<file path="config.mk">
export PLATFORM = sky130hd
export DESIGN_NAME = lsu_riscv_flat
export DESIGN_NICKNAME = d
export VERILOG_FILES = /design/src/rtl/lsu_riscv_if.sv /design/src/rtl/lsu_riscv.sv /design/src/flat_wrapper.sv
export SDC_FILE = /design/constraint.sdc
export NUM_CORES = 1
export LEC_CHECK = 0
export ABC_AREA = 1
export BUFFER_PORTS_ARGS = -buffer_cell sky130_fd_sc_hd__buf_4
export CORE_ASPECT_RATIO = 0.8
export CORE_UTILIZATION = 30
export DETAILED_ROUTE_END_ITERATION = 6
export PLACE_DENSITY_LB_ADDON = 0.15
export SYNTH_ARGS = -nofsm -noshare
export SYNTH_HDL_FRONTEND = slang
export SYNTH_SLANG_ARGS = --single-unit
</file>
<file path="constraint.sdc">
create_clock -name clk_i -period 8.7 [get_ports clk_i]
set_input_delay 1.74 -clock clk_i [delete_from_list [all_inputs] [get_ports clk_i]]
set_output_delay 1.74 -clock clk_i [all_outputs]
set_load 0.05 [all_outputs]
</file>
<file path="src/rtl/lsu_riscv_if.sv">
// Data-memory bus between lsu_riscv (master) and a word-organised memory (slave).
interface lsu_riscv_if #(
  parameter int unsigned ADDR_W = 32
);
  logic              mem_req;
  logic              mem_we;
  logic [3:0]        mem_be;
  logic [ADDR_W-1:0] mem_addr;
  logic [31:0]       mem_wd;
  logic [31:0]       mem_rd;
  logic              mem_ready;

  modport master (
    output mem_req, mem_we, mem_be, mem_addr, mem_wd,
    input  mem_rd, mem_ready
  );

  modport slave (
    input  mem_req, mem_we, mem_be, mem_addr, mem_wd,
    output mem_rd, mem_ready
  );
endinterface

</file>
<file path="src/rtl/lsu_riscv.sv">
// RISC-V load-store unit: captures a decoder request, drives a word memory with
// byte enables over a variable-latency ready handshake, and returns aligned,
// sign/zero-extended load data. Stalls the core until the access completes.
// Optional: define LSU_MISALIGN_CHECK_EN to trap misaligned H/W accesses
// (no memory request, core_misalign_o pulses in the DONE cycle).
module lsu_riscv #(
  parameter int unsigned ADDR_W = 32
) (
  input  logic              clk_i,
  input  logic              rst_i,
  input  logic              core_req_i,
  input  logic              core_we_i,
  input  logic [2:0]        core_size_i,
  input  logic [ADDR_W-1:0] core_addr_i,
  input  logic [31:0]       core_wd_i,
  output logic [31:0]       core_rd_o,
  output logic              core_stall_o,
  output logic              core_misalign_o,
  lsu_riscv_if.master       mem
);

  typedef enum logic [1:0] {IDLE, BUSY, DONE} state_e;

  state_e            state_q, state_d;
  logic [ADDR_W-1:0] addr_q;
  logic              we_q;
  logic [2:0]        size_q;
  logic [31:0]       wd_q;
  logic [31:0]       rd_q;
  logic              req_misalign;

  // Size classes from funct3: low bits 00 = byte, 01 = half, anything else = word
  logic        is_byte, is_half, is_signed;
  logic [1:0]  lane;
  logic [31:0] byte_sh, half_sh, load_ext;
  logic [3:0]  be;
  logic [31:0] wd_rep;

  assign is_byte   = (size_q[1:0] == 2'b00);
  assign is_half   = (size_q[1:0] == 2'b01);
  assign is_signed = ~size_q[2];
  assign lane      = addr_q[1:0];

`ifdef LSU_MISALIGN_CHECK_EN
  logic misalign_q;

  assign req_misalign = ((core_size_i[1:0] == 2'b01) && core_addr_i[0]) ||
                        ((core_size_i[1:0] == 2'b10 || core_size_i[1:0] == 2'b11) &&
                         (core_addr_i[1:0] != 2'b00));

  // Remember whether the accepted request was trapped as misaligned
  always_ff @(posedge clk_i or posedge rst_i) begin
    if (rst_i)
      misalign_q <= 1'b0;
    else if (state_q == IDLE && core_req_i)
      misalign_q <= req_misalign;
  end

  assign core_misalign_o = (state_q == DONE) && misalign_q;
`else
  assign req_misalign    = 1'b0;
  assign core_misalign_o = 1'b0;
`endif

  // Lane steering for byte enables, store replication and load extraction
  always_comb begin
    byte_sh = mem.mem_rd >> {lane, 3'b000};
    half_sh = mem.mem_rd >> {lane[1], 4'b0000};
    if (is_byte) begin
      be       = 4'b0001 << lane;
      wd_rep   = {4{wd_q[7:0]}};
      load_ext = {{24{is_signed & byte_sh[7]}}, byte_sh[7:0]};
    end else if (is_half) begin
      be       = 4'b0011 << {lane[1], 1'b0};
      wd_rep   = {2{wd_q[15:0]}};
      load_ext = {{16{is_signed & half_sh[15]}}, half_sh[15:0]};
    end else begin
      be       = 4'b1111;
      wd_rep   = wd_q;
      load_ext = mem.mem_rd;
    end
  end

  // State register
  always_ff @(posedge clk_i or posedge rst_i) begin
    if (rst_i) state_q <= IDLE;
    else       state_q <= state_d;
  end

  // Next-state logic
  always_comb begin
    state_d = state_q;
    unique case (state_q)
      IDLE: if (core_req_i) state_d = req_misalign ? DONE : BUSY;
      BUSY: if (mem.mem_ready) state_d = DONE;
      DONE: state_d = IDLE;
      default: state_d = IDLE;
    endcase
  end

  // Request capture in IDLE, load data capture on the completing BUSY cycle
  always_ff @(posedge clk_i or posedge rst_i) begin
    if (rst_i) begin
      addr_q <= '0;
      we_q   <= 1'b0;
      size_q <= '0;
      wd_q   <= '0;
      rd_q   <= '0;
    end else begin
      if (state_q == IDLE && core_req_i) begin
        addr_q <= core_addr_i;
        we_q   <= core_we_i;
        size_q <= core_size_i;
        wd_q   <= core_wd_i;
      end
      if (state_q == BUSY && mem.mem_ready && !we_q)
        rd_q <= load_ext;
    end
  end

  // Outputs: memory bus only active in BUSY, stall mirrors request in IDLE
  always_comb begin
    mem.mem_req  = 1'b0;
    mem.mem_we   = 1'b0;
    mem.mem_be   = '0;
    mem.mem_addr = '0;
    mem.mem_wd   = '0;
    core_stall_o = 1'b0;
    unique case (state_q)
      IDLE: core_stall_o = core_req_i;
      BUSY: begin
        core_stall_o = 1'b1;
        mem.mem_req  = 1'b1;
        mem.mem_we   = we_q;
        mem.mem_be   = be;
        mem.mem_addr = {addr_q[ADDR_W-1:2], 2'b00};
        mem.mem_wd   = wd_rep;
      end
      default: core_stall_o = 1'b0;
    endcase
  end

  assign core_rd_o = rd_q;

endmodule
</file>
<file path="src/flat_wrapper.sv">
// flat-port wrapper written by rule: the top's interface ports become plain ports
module lsu_riscv_flat 
#(
  parameter int unsigned ADDR_W = 32
)
  (clk_i, rst_i, core_req_i, core_we_i, core_size_i, core_addr_i, core_wd_i, core_rd_o, core_stall_o, core_misalign_o, mem_mem_req, mem_mem_we, mem_mem_be, mem_mem_addr, mem_mem_wd, mem_mem_rd, mem_mem_ready);
  lsu_riscv_if #(.ADDR_W(ADDR_W)) mem_i ();
  input  logic clk_i;
  input  logic rst_i;
  input  logic core_req_i;
  input  logic core_we_i;
  input  logic [2:0] core_size_i;
  input  logic [ADDR_W-1:0] core_addr_i;
  input  logic [31:0] core_wd_i;
  output logic [31:0] core_rd_o;
  output logic core_stall_o;
  output logic core_misalign_o;
  output wire logic [$bits(mem_i.mem_req)-1:0] mem_mem_req;
  output wire logic [$bits(mem_i.mem_we)-1:0] mem_mem_we;
  output wire logic [$bits(mem_i.mem_be)-1:0] mem_mem_be;
  output wire logic [$bits(mem_i.mem_addr)-1:0] mem_mem_addr;
  output wire logic [$bits(mem_i.mem_wd)-1:0] mem_mem_wd;
  input wire logic [$bits(mem_i.mem_rd)-1:0] mem_mem_rd;
  input wire logic [$bits(mem_i.mem_ready)-1:0] mem_mem_ready;
  assign mem_mem_req = mem_i.mem_req;
  assign mem_mem_we = mem_i.mem_we;
  assign mem_mem_be = mem_i.mem_be;
  assign mem_mem_addr = mem_i.mem_addr;
  assign mem_mem_wd = mem_i.mem_wd;
  assign mem_i.mem_rd = mem_mem_rd;
  assign mem_i.mem_ready = mem_mem_ready;
  lsu_riscv #(.ADDR_W(ADDR_W)) u_core (.clk_i(clk_i), .rst_i(rst_i), .core_req_i(core_req_i), .core_we_i(core_we_i), .core_size_i(core_size_i), .core_addr_i(core_addr_i), .core_wd_i(core_wd_i), .core_rd_o(core_rd_o), .core_stall_o(core_stall_o), .core_misalign_o(core_misalign_o), .mem(mem_i));
endmodule
</file>
==> flow_metrics.env <==
export IMPL_status="finished clean"
export IMPL_worst_path_max_fanout=33
export IMPL_tightestPinTransition_ns=1.10
export IMPL_io_pins=208
export IMPL_grt_start_max_net_pins=73
export IMPL_synth_avg_cell_area_sq_um=7.17
export IMPL_power_leakage_uw=0.00421
export IMPL_insertion_delay_ns=0.35
export IMPL_yosysTopAreaCell="dfrtp_1"
export IMPL_cts_buffers=9
export IMPL_async_flop_share_pct=100
export IMPL_multi_input_area_sq_mm=0.00224
export IMPL_synth_seq_cells=102
export IMPL_post_route_period_util_pct=55.2
export IMPL_die_w_um=151
export IMPL_min_from="u_core.core_rd_o[3]$_DFFE_PP0P_"
export IMPL_clock_sinks=102
export IMPL_via_per_inst=4.44
export IMPL_rsz0062_at_grt="no"
export IMPL_yosysSeqAreaShare_pct=47.6
export IMPL_dieArea_sq_mm=0.0184
export IMPL_finClkSkew_ns=0.00618
export IMPL_fmax_mhz=208
export IMPL_worstPathArrival_ns=3.07
export IMPL_clkSlewWorstSetupHoldPaths_ns=0.07
export IMPL_netlist_cell_type_count=23
export IMPL_gp_congestion=0.818
export IMPL_htree_levels=3
export IMPL_nets=1028
export IMPL_grt_overflow_total=0
export IMPL_r2r_start="u_core.size_q[1]$_DFFE_PP0P_"
export IMPL_synth_most_common_cell="nand2_1"
export IMPL_syn_area_sq_mm=0.00536
export IMPL_fillers=1901
export IMPL_yosys_area_top_type_share_pct=47.6
export IMPL_grt_pass1_wl_um=25500
export IMPL_initial_core_util_pct=30.7
export IMPL_first_pass_iters=5
export IMPL_ys_flop_type="dfrtp_1"
export IMPL_final_setup_viol_count=0
export IMPL_start_kind="register"
export IMPL_crit_type="register to output port"
export IMPL_ctsResizeCount=0
export IMPL_postCtsSetupBuffers=0
export IMPL_final_min_clock_period_ns=4.81
export IMPL_core_area_sq_mm=0.0174
export IMPL_grt_usage_pct=18.1
export IMPL_wl_per_cell_um=14.3
export IMPL_hpwl_um=11800
export IMPL_seq_area_sq_mm=0.00255
export IMPL_diodes=0
export IMPL_required_ns=6.96
export IMPL_hold_violations=0
export IMPL_yosys_warnings=0
export IMPL_vias=5119
export IMPL_syn_inst=748
export IMPL_slew_violations=0
export IMPL_grt_pass1_vias=4702
export IMPL_antenna_found_initial=0
export IMPL_clockBufferDepth=2
export IMPL_detail_route_antenna_nets=0
export IMPL_drive_gt1_share_pct=27.1
export IMPL_utilization_pct=41.8
export IMPL_total_power_uw=2830
export IMPL_fin_tns_setup_ns=0
export IMPL_io_buffer_count=204
export IMPL_clock_root_buffer="clkbuf_16"
export IMPL_synthToLayoutAreaGrowth_pct=35.9
export IMPL_hold_path_class="register to register"
export IMPL_worst_setup_path_end_kind="output port"
export IMPL_hold_buffers=0
export IMPL_drv_cap=0
export IMPL_fin_hold_ws_ns=0.481
export IMPL_chipHeight_um=122
export IMPL_drtIter0Drc=347
export IMPL_wirelength_um=16500
export IMPL_relSlewSlack_pct=26.9
export IMPL_vdd_drop_max_mv=0.169
export IMPL_cellPowerDensity_mw_per_mm2=389
export IMPL_remaining_drc_errors=0
export IMPL_yosys_top_cells_area="dfrtp_1 48%, nand2_1 15%, nor2_1 9.0%, a21oi_1 7.7%, inv_1 6.6%"
export IMPL_synth_edf_count=0
export IMPL_ys_top_cells_by_count="218 x nand2_1, 128 x nor2_1, 102 x dfrtp_1"
export IMPL_row_count=43
export IMPL_tritoncts="done"
export IMPL_cp_startpoint="u_core.size_q[1]$_DFFE_PP0P_"
-- metal layers --
metal / GRT usage, % / part of all wire (%) / up-vias
met1: 26.3 / 49 / 2327
met2: 25.9 / 42 / 158
met5: 0 / 0 / -
li1: - / - / 2621
met4: 4.50 / 0.98 / 0
met3: 5.28 / 7.9 / 13
-- logic make-up after synthesis --
| logic type | Yosys count | synth area share (%) |
|---|---|---|
| flops | 102 | 47.6 |
| buf+inv | 143 | 10.9 |
| other cells | 1 | 0.0700 |
| compound gates | 104 | 9.78 |
| simple gates | 382 | 28.3 |
| mux | 16 | 3.36 |
-- path summary, 6_finish.rpt --
kind,to,slack (ns),cells past startpoint
worst max-delay path,mem_mem_be[1],3.89,5
worst min-delay path,u_core.core_rd_o[3]$_DFFE_PP0P_,0.48,2
worst max register to register,u_core.core_rd_o[7]$_DFFE_PP0P_,5.60,9
worst min register to register,u_core.core_rd_o[3]$_DFFE_PP0P_,0.48,2
max in group asynchronous,u_core.core_rd_o[5]$_DFFE_PP0P_,6.03,3
min in group asynchronous,u_core.addr_q[4]$_DFFE_PP0P_,1.37,2
-- critical path, cell delays in order, from the launching register on --
cell and delay (ns):
dfrtp_1 1.05, inv_2 0.29, nand2_2 0.55, inv_2 0.26, a211oi_1 0.29, buf_4 0.26
-- stage by stage --
| stage | instance area, sq um | worst slack, ns | instances |
|---|---|---|---|
| global placement | 7000 | 4.27 | 1138 |
| floorplan | 5370 | 4.28 | 750 |
| global route | 7280 | 3.58 | 1154 |
| CTS | 7280 | 3.87 | 1154 |
| finish | 7280 | 3.89 | 1154 |
| detailed placement | 7000 | 4.26 | 1138 |
-- state kept, by name, summed over array words and instances (netlist names) --
register,count
u_core.addr_q,32
u_core.core_rd_o,32
u_core.we_q,1
u_core.size_q,3
u_core.wd_q,32
u_core.state_q,2
-- power by group --
part           leakage, uW  switching (uW)  internal, uW  total [uW]
logic              0.00288            1180           479        1660
registers          0.00119             115           670         784
clock network     0.000143             194           198         392
-- cell usage in the layout, fill, tap and decap left out, drive strengths merged, types with 3 or more instances in the layout --
cell type	n
nand2	219
buf	207
nor2	131
dfrtp	102
inv	102
a21oi	83
nand3	31
o21ai	19
mux2	16
clkbuf	9
clkinv	4
conb	3
-- layout make-up --
type | count | share of cell area (%)
Sequential cell | 102 | 35.0
Multi-Input combinational cell | 505 | 30.7
Timing Repair Buffer | 207 | 21.3
Inverter | 99 | 5.14
Tap cell | 225 | 3.87
Clock buffer | 9 | 3.09
Clock inverter | 7 | 0.790
Note: power is estimated with default switching activity, not from simulation.
